File: config.mk
export PLATFORM = sky130hd
export DESIGN_NAME = mult_key_operand_loader
export DESIGN_NICKNAME = d
export VERILOG_FILES = /design/src/rtl/mult_key_operand_loader.sv
export SDC_FILE = /design/constraint.sdc
export NUM_CORES = 1
export LEC_CHECK = 0
export CAP_MARGIN = 20
export CORE_ASPECT_RATIO = 1.4
export CORE_UTILIZATION = 44
export CTS_CLUSTER_DIAMETER = 80
export DETAILED_ROUTE_END_ITERATION = 12
export PLACE_DENSITY = 0.71
export SLEW_MARGIN = 20
export SYNTH_ARGS = -nofsm -noshare
export SYNTH_HDL_FRONTEND = slang
export SYNTH_SLANG_ARGS = --single-unit
File: constraint.sdc
create_clock -name clk -period 3 [get_ports clk]
set_clock_uncertainty 0.1 [all_clocks]
set_input_delay 0.45 -clock clk [delete_from_list [all_inputs] [get_ports clk]]
set_output_delay 0.45 -clock clk [all_outputs]
set_load 0.01 [all_outputs]
File: src/rtl/mult_key_operand_loader.sv
// Operand/key front end for a key-locked multiplier: serial key capture into a
// shadow register with atomic apply, and a one-deep valid/ready operand stage.
module mult_key_operand_loader #(
    parameter int OP_W  = 8,
    parameter int KEY_W = 32
) (
    input  logic             clk,
    input  logic             rst_n,
    input  logic             key_load_i,
    input  logic             key_bit_valid_i,
    input  logic             key_bit_i,
    input  logic             in_valid_i,
    output logic             in_ready_o,
    input  logic [OP_W-1:0]  op1_in_i,
    input  logic [OP_W-1:0]  op2_in_i,
    output logic [OP_W-1:0]  op1_o,
    output logic [OP_W-1:0]  op2_o,
    output logic [KEY_W-1:0] keyinput_o,
    output logic             out_valid_o,
    input  logic             out_ready_i,
    output logic             key_ok_o
);
    localparam int CNT_W = (KEY_W > 1) ? $clog2(KEY_W) : 1;
    localparam logic [CNT_W-1:0] LAST_BIT = CNT_W'(KEY_W - 1);

    typedef enum logic [1:0] {NOKEY, LOADING, RUN} state_t;

    state_t           state;
    logic [KEY_W-1:0] shadow;
    logic [KEY_W-1:0] shadow_nxt;
    logic [CNT_W-1:0] bit_cnt;
    logic             load_pending;
    logic             out_free;
    logic             accept;

    assign out_free   = ~out_valid_o | out_ready_i;
    assign in_ready_o = (state == RUN) & out_free & ~load_pending;
    assign accept     = in_valid_i & in_ready_o;
    assign shadow_nxt = {shadow[KEY_W-2:0], key_bit_i};

    // Key FSM; keyinput_o is only written from the completed shadow value.
    always_ff @(posedge clk or negedge rst_n) begin
        if (!rst_n) begin
            state        <= NOKEY;
            shadow       <= '0;
            bit_cnt      <= '0;
            keyinput_o   <= '0;
            key_ok_o     <= 1'b0;
            load_pending <= 1'b0;
        end else begin
            unique case (state)
                NOKEY: begin
                    if (key_load_i) begin
                        state   <= LOADING;
                        shadow  <= '0;
                        bit_cnt <= '0;
                    end
                end
                LOADING: begin
                    if (key_load_i) begin
                        shadow  <= '0;
                        bit_cnt <= '0;
                    end else if (key_bit_valid_i) begin
                        if (bit_cnt == LAST_BIT) begin
                            keyinput_o <= shadow_nxt;
                            key_ok_o   <= 1'b1;
                            shadow     <= '0;
                            bit_cnt    <= '0;
                            state      <= RUN;
                        end else begin
                            shadow  <= shadow_nxt;
                            bit_cnt <= bit_cnt + CNT_W'(1);
                        end
                    end
                end
                RUN: begin
                    // A reload waits until the held pair is gone.
                    if ((key_load_i || load_pending) && out_free) begin
                        state        <= LOADING;
                        load_pending <= 1'b0;
                        shadow       <= '0;
                        bit_cnt      <= '0;
                    end else if (key_load_i) begin
                        load_pending <= 1'b1;
                    end
                end
                default: state <= NOKEY;
            endcase
        end
    end

    always_ff @(posedge clk or negedge rst_n) begin
        if (!rst_n) begin
            op1_o       <= '0;
            op2_o       <= '0;
            out_valid_o <= 1'b0;
        end else if (accept) begin
            op1_o       <= op1_in_i;
            op2_o       <= op2_in_i;
            out_valid_o <= 1'b1;
        end else if (out_ready_i) begin
            out_valid_o <= 1'b0;
        end
    end

endmodule

==> flow_summary.rst, run 1 <==
.. list-table::
   :header-rows: 1

   * - Metric
     - Value
   * - Total of max-cap violations
     - 0
   * - Dpl cell area
     - about 4300 sq um
   * - Number of buffers inserted for hold repair after clock tree synthesis
     - 0
   * - Number of H-tree branching levels
     - 3
   * - GPL Wtd Cong
     - between 0.6 and 0.7
   * - Clock slew at reported path FFs
     - around 0.090 ns
   * - TritonCTS clock tree
     - done
   * - Via count of the first global-routing pass
     - roughly 2000
   * - Antenna Nets Post-Route
     - 0
   * - Overall die width
     - roughly 76 um
   * - Largest fanout on the critical path
     - 21
   * - Number of storage elements in the synthesis netlist
     - 89
   * - CTS Root Cell
     - clkbuf_8
   * - Slew margin rel.
     - 0.3782
   * - Initial core utilization
     - 0.4584
   * - Number of instances in the synthesized netlist
     - 220
   * - DIE HEIGHT
     - 105.9 um
   * - Total DRC errors in the routed layout
     - 0
   * - Diode count
     - 0
   * - Setup-failing EPs final
     - 0
   * - Post-synth cell types
     - 33
   * - Pre-Repair DR Iteration Count
     - 4
   * - Power per standard cell area
     - about 500 nW/um^2
   * - Number of synthesis warnings
     - 0
   * - Aggregate global-route resource usage
     - 0.1630
   * - Worst min-delay path category
     - input port to async pin
   * - Via/cell ratio
     - ~5.2
   * - Startpoint-to-endpoint class of the critical path
     - flip-flop to flip-flop
   * - Area growth from synthesis to layout
     - 31.47%
   * - Total negative slack for setup checks
     - 0 ns
   * - Setup repair after global routing missed its margin
     - false
   * - Wirelength, routed
     - between 6000 and 7000 um
   * - Share of post-route cells with drive strength above 1
     - 0.2013
   * - Clock buffer count from CTS
     - 9
   * - Summed instance area of the synthesized netlist
     - about 3400 sq um
   * - Final hold violations
     - 0
   * - Post-CTS Setup Repair Bufs
     - 0
   * - Worst skew pair latency
     - about 0.34 ns
   * - Avg Synthesized Cell Area
     - about 15 sq um
   * - Post-synth ARST share
     - 1.000
   * - Number of placement rows
     - 37
   * - Post-cts gate resize count
     - 0
   * - Via total after detailed routing
     - around 2100
   * - Number of flops mapped to enable cells by yosys
     - 0
   * - WL per Instance
     - approximately 15 um
   * - Proportion of synthesized chip area in sequential cells
     - 0.6559
   * - First-pass GRT wire length
     - between 10000 and 15000 um
   * - Antenna violations before repair
     - 0
   * - Placed wire-length estimate
     - 4028 um
   * - Detailed router's first-iteration violation count
     - between 60 and 70
   * - Count of boundary I/O pins
     - 74
   * - Area of the die
     - between 8000 and 9000 sq um
   * - Net Count, Synth
     - around 250
   * - Most instantiated flip-flop cell in the synthesis netlist
     - dfrtp_1
   * - # nets final
     - around 330
   * - Total chip power
     - about 2.2 mW
   * - Worst hold slack
     - 0.02230 ns
   * - Top library cells by usage in the layout, fill and taps aside
     - 89 x dfrtp_1, 72 x clkdlybuf4s50_1, 34 x a22o_1, 33 x mux2_2, 15 x mux2_1
   * - Result of the run
     - finished clean
   * - Startpoint type of the worst setup path
     - flip-flop
   * - Count of pins over their slew limit
     - 0
   * - Static Leak
     - about 2.1 nW
   * - Arrival time of the worst setup path
     - between 2 and 2.5 ns
   * - Crit path time final
     - ~2.3 ns
   * - Crit share post-route
     - 0.7677
   * - Area inside the core boundary
     - roughly 7400 sq um
   * - Worst ir drop on vdd
     - around 0.38 mV
   * - Fin area
     - between 4000 and 5000 sq um
   * - Count of clock tree sinks
     - 89
   * - Maximum clock rate
     - roughly 430 MHz
   * - Remaining Overflow, GRT
     - 0
   * - Slew at the pin closest to its max-slew limit
     - slightly above 0.9 ns
   * - Most common cell after layout, fill and taps aside
     - dfrtp_1
   * - Maximum clock path buffer count
     - 2
   * - Critical path required time
     - around 3.1 ns
   * - Capturing element type of the critical path
     - flip-flop
   * - Largest net degree at the start of global routing
     - 54
   * - Count of buffers from port buffering
     - 73
stage by stage:
step	worst slack, ns	util	instances
2_1_floorplan	0.9954	-	220
3_3_place_gp	0.5341	0.5745	385
3_5_place_dp	0.5132	0.5745	385
4_1_cts	0.6638	0.6027	400
5_1_grt	0.5681	0.6027	400
6_report	0.6968	0.6027	400
cell families (layout without fill, tap and decap cells):
kind of cell	count (synthesis)	count (layout)	share of synthesized area
buffers and inverters	13	96	0.02027
DFF	89	89	0.6559
AOI/OAI and AO/OA	47	47	0.1139
and+or+nand+nor	20	20	0.03980
muxes	48	48	0.1592
adders and majority gates	3	3	0.01105
cell type report:
| type | count | area, sq um |
|---|---|---|
| clock buffers | 10 | 127.6 |
| multi-input cells | 118 | 1114 |
| inverters | 2 | 7.507 |
| clock inverters | 5 | 81.33 |
| flip-flops and latches | 89 | 2227 |
| fillers | 605 | 2943 |
| repair buffers | 79 | 785.8 |
| well taps | 97 | 121.4 |
final timing paths:
path                       cells past startpoint  slack (ns)              to        from
max                                            6        0.70  keyinput_o[20]  bit_cnt[0]
max reg2reg                                    6        0.70  keyinput_o[20]  bit_cnt[0]
min reg2reg                                    1        0.39        key_ok_o    key_ok_o
min in group clk                               1        0.39        key_ok_o    key_ok_o
min                                            1        0.02        op1_o[5]       rst_n
max in group asynchronous                      2        2.16   keyinput_o[1]       rst_n
flip-flops by register name (all words and copies together) (netlist names):
name and flops:
out_valid_o 1, bit_cnt 5, key_ok_o 1, shadow 31
load_pending 1, op2_o 8, state 2, op1_o 8
keyinput_o 32
metal layers:
metal	vias to the layer above	GRT usage	routed length (um)
li1	965	-	-
met1	1045	0.2140	2762
met2	60	0.2535	2948
met3	6	0.04292	323
met4	0	0.07418	99
met5	-	0	0
report_power, final:
part,switching (mW),leakage [nW],internal [mW]
Combinational,0.0606,0.826,0.0621
Clock,0.401,0.102,0.465
Sequential,0.00843,1.22,1.21
critical path, cell delays in order, from the launching register on:
cell and delay, ns:
dfrtp_1 0.42, ha_1 0.23, and3_1 0.21, ha_1 0.22, nand2_2 0.40, buf_4 0.26, mux2_2 0.35
synthesized netlist by cell type, types with 3 or more instances:
library cell  number  share of area
mux2_1            15          0.050
buf_2              7          0.010
a22o_1            34          0.088
nand2b_1           3         0.0055
dfrtp_1           89           0.66
ha_1               3          0.011
mux2_2            33           0.11
Note: power is estimated with default switching activity, not from simulation.
==> inputs of run 2 (changes only) <==
Settings changed: PLACE_DENSITY 0.71 to 0.74.
Clock period 3 ns to 2.04 ns, I/O delays scaled along.
==> run 2 against run 1 <==
Wire length rose by 2.9%. Cell count rose by 2.5%. Hold slack improved by 0.25 ns. Highest routed layer unchanged. Flip-flop and latch count did not move. Clock-buffer cell count fell by 1. Via count rose by 2.7%. Largest cell class unchanged. Clock power rose by 54%.
==> flow_summary.rst, run 2 (same netlist as run 1, synthesis figures left out) <==
.. list-table::
   :header-rows: 1

   * - Metric
     - Value
   * - Startpoint type of the worst setup path
     - flip-flop
   * - Number of placement rows
     - 37
   * - DP Cell Count
     - 392
   * - WL per Instance
     - ~15 um
   * - Total DRC errors in the routed layout
     - 0
   * - Count of boundary I/O pins
     - 74
   * - Power per standard cell area
     - 721.7 nW/um^2
   * - Pre-Repair DR Iteration Count
     - 4
   * - Static Leak
     - about 2.2 nW
   * - Biggest regs
     - keyinput_o (32), shadow (31)
   * - Setup repair after global routing missed its margin
     - true
   * - Via count of the first global-routing pass
     - approximately 2200
   * - Peak per-stage delay on the critical path
     - ~0.42 ns
   * - Clock slew at reported path FFs
     - about 0.09 ns
   * - Slew at the pin closest to its max-slew limit
     - 0.5422 ns
   * - Diode count
     - 0
   * - Total of max-cap violations
     - 0
   * - Detailed router's first-iteration violation count
     - ~100
   * - Startpoint-to-endpoint class of the critical path
     - flip-flop to flip-flop
   * - # nets final
     - approximately 330
   * - Total chip power
     - 3.326 mW
   * - Reg area
     - ~2200 sq um
   * - Worst skew pair latency
     - about 0.35 ns
   * - Result of the run
     - finished clean
   * - Critical path required time
     - between 2 and 2.5 ns
   * - Maximum clock rate
     - around 510 MHz
   * - Via/cell ratio
     - 5.200
   * - Area of the multi-input gates
     - 1142 sq um
   * - Dpl cell area
     - 4345 sq um
   * - Largest net degree at the start of global routing
     - 49
   * - Most common cell after layout, fill and taps aside
     - dfrtp_1
   * - Crit path time final
     - between 1.5 and 2 ns
   * - Final hold violations
     - 0
   * - Worst min-delay path category
     - input port to async pin
   * - Count of buffers from port buffering
     - 73
   * - Setup-failing EPs final
     - 0
   * - Top library cells by usage in the layout, fill and taps aside
     - 89 x dfrtp_1, 71 x clkdlybuf4s50_1, 34 x a22o_1, 33 x mux2_2, 15 x mux2_1
   * - Overall die width
     - ~76 um
   * - Aggregate global-route resource usage
     - 0.1650
   * - Antenna violations before repair
     - 0
   * - Most numerous cell on the critical path
     - ha_1
   * - Remaining Overflow, GRT
     - 0
   * - First-pass GRT wire length
     - between 10000 and 15000 um
   * - Crit share post-route
     - 0.9595
   * - Worst flop-to-flop path endpoint
     - shadow[18]
   * - Crit path cell chain
     - ha_1 > and3_1 > ha_1 > nor4_2 > buf_12 > a22o_1
   * - Slew margin rel.
     - 0.6377
   * - Wirelength, routed
     - 6312 um
   * - Fin area
     - 4608 sq um
   * - Count of pins over their slew limit
     - 0
   * - Capturing element type of the critical path
     - flip-flop
   * - DIE HEIGHT
     - around 110 um
   * - Worst ir drop on vdd
     - slightly below 0.6 mV
   * - Arrival time of the worst setup path
     - 2.15 ns
   * - Count of placed standard cells in the final layout, fillers left out
     - 410
   * - TritonCTS clock tree
     - done
   * - FILL cells
     - approximately 600
   * - Startpoint of the worst register-to-register path
     - bit_cnt[0]
   * - Clock buffer count from CTS
     - 9
   * - Largest fanout on the critical path
     - 31
   * - GPL Wtd Cong
     - ~0.73
   * - Count of clock tree sinks
     - a little under 90
   * - Worst setup slack before clock tree synthesis
     - -0.2196 ns
   * - Share of post-route cells with drive strength above 1
     - 0.2332
   * - Flip-flop count of the largest register, all copies and words added
     - 32
   * - CTS Root Cell
     - clkbuf_8
   * - Antenna Nets Post-Route
     - 0
   * - Cell with the biggest individual delay on the critical path
     - dfrtp_1
   * - Initial core utilization
     - 0.4584
   * - Number of H-tree branching levels
     - 3
   * - Logic depth of the worst register-to-register path
     - 6
   * - Area inside the core boundary
     - between 7000 and 8000 sq um
   * - Maximum clock path buffer count
     - 2
   * - Area of the die
     - around 8100 sq um
   * - Worst-case setup margin in the final layout
     - 0.08254 ns
   * - Via total after detailed routing
     - 2132
   * - Area growth from synthesis to layout
     - 35.70%
   * - Register-to-register setup slack
     - roughly 0.083 ns
   * - Placed wire-length estimate
     - slightly above 4000 um
   * - Top reg by flops
     - keyinput_o
==> run 2: cell count changes in the layout (fill, tap and decap cells not counted), sizes merged <==
cell,previous run,this run
clkinv,2,1
buf,7,14
dlygate4sd2,0,1
clkdlybuf4s50,72,71
clkinvlp,1,2
clkbuf,10,9
inv,2,4
dlygate4sd3,0,1
a21oi,3,4
==> run 2: metal layers <==
| layer | wire length (um) | share of wire | GRT usage | up-vias |
|---|---|---|---|---|
| li1 | - | - | - | 996 |
| met1 | 3006 | 0.48 | 0.2304 | 1064 |
| met2 | 2895 | 0.46 | 0.2490 | 65 |
| met3 | 336 | 0.053 | 0.04206 | 7 |
| met4 | 74 | 0.012 | 0.06181 | 0 |
| met5 | 0 | 0 | 0 | - |
==> run 2: cell type report <==
class                   count  share of cell area
flip-flops and latches     89              0.4833
clock inverters             7             0.02199
multi-input cells         119              0.2479
well taps                  97             0.02634
inverters                   2            0.001629
clock buffers               9             0.02688
repair buffers             87              0.1920
==> run 2: worst max-delay path by stage <==
stage | startpoint | to | slack, ns | depth (start not counted)
floorplan | bit_cnt[0] | shadow[0] | 0.04 | 6
global placement | out_ready_i | shadow[5] | -0.17 | 5
detailed placement | out_ready_i | shadow[17] | -0.22 | 5
CTS | bit_cnt[0] | shadow[18] | 0.06 | 6
global route | bit_cnt[0] | bit_cnt[3] | -0.04 | 7
finish | bit_cnt[0] | shadow[18] | 0.08 | 6
==> run 2: what timing repair did <==
item / CTS / global route
gates cloned: 0 / 1
setup endpoints to repair: 1 / 35
setup buffers: 0 / 0
gates resized for setup: 1 / 3
hold buffers: 1 / 0
hold endpoints to repair: 16 / 0
==> run 2: report_power, final <==
group	internal, mW	switching, mW	total [mW]	leakage (nW)
Combinational	0.102	0.0960	0.198	0.890
Clock	0.700	0.630	1.33	0.106
Sequential	1.78	0.0125	1.80	1.22
Total	2.59	0.739	3.33	2.22
==> run 2: worst max-delay path, delay by kind of cell (launching register included) <==
kind	cells	cell delay, ns
compound gates	1	0.16
buf+inv	1	0.24
flops	1	0.42
simple gates	2	0.54
fa+ha+maj	2	0.45
==> run 2: per-stage QoR <==
| step | utilization | setup TNS [ns] | hold WS, ns |
|---|---|---|---|
| 2_1_floorplan | - | 0 | -0.08959 |
| 3_3_place_gp | 0.5867 | -6.591 | 0.09273 |
| 3_5_place_dp | 0.5867 | -8.189 | 0.09795 |
| 4_1_cts | 0.6182 | 0 | 0.2671 |
| 5_1_grt | 0.6221 | -0.04828 | 0.2667 |
| 6_report | 0.6221 | 0 | 0.2723 |
==> inputs of run 3 (changes only) <==
Settings changed: HOLD_SLACK_MARGIN set to 0.05.
==> results of run 3 <==
Final layout, timing and power as in run 2 (identical DEF).
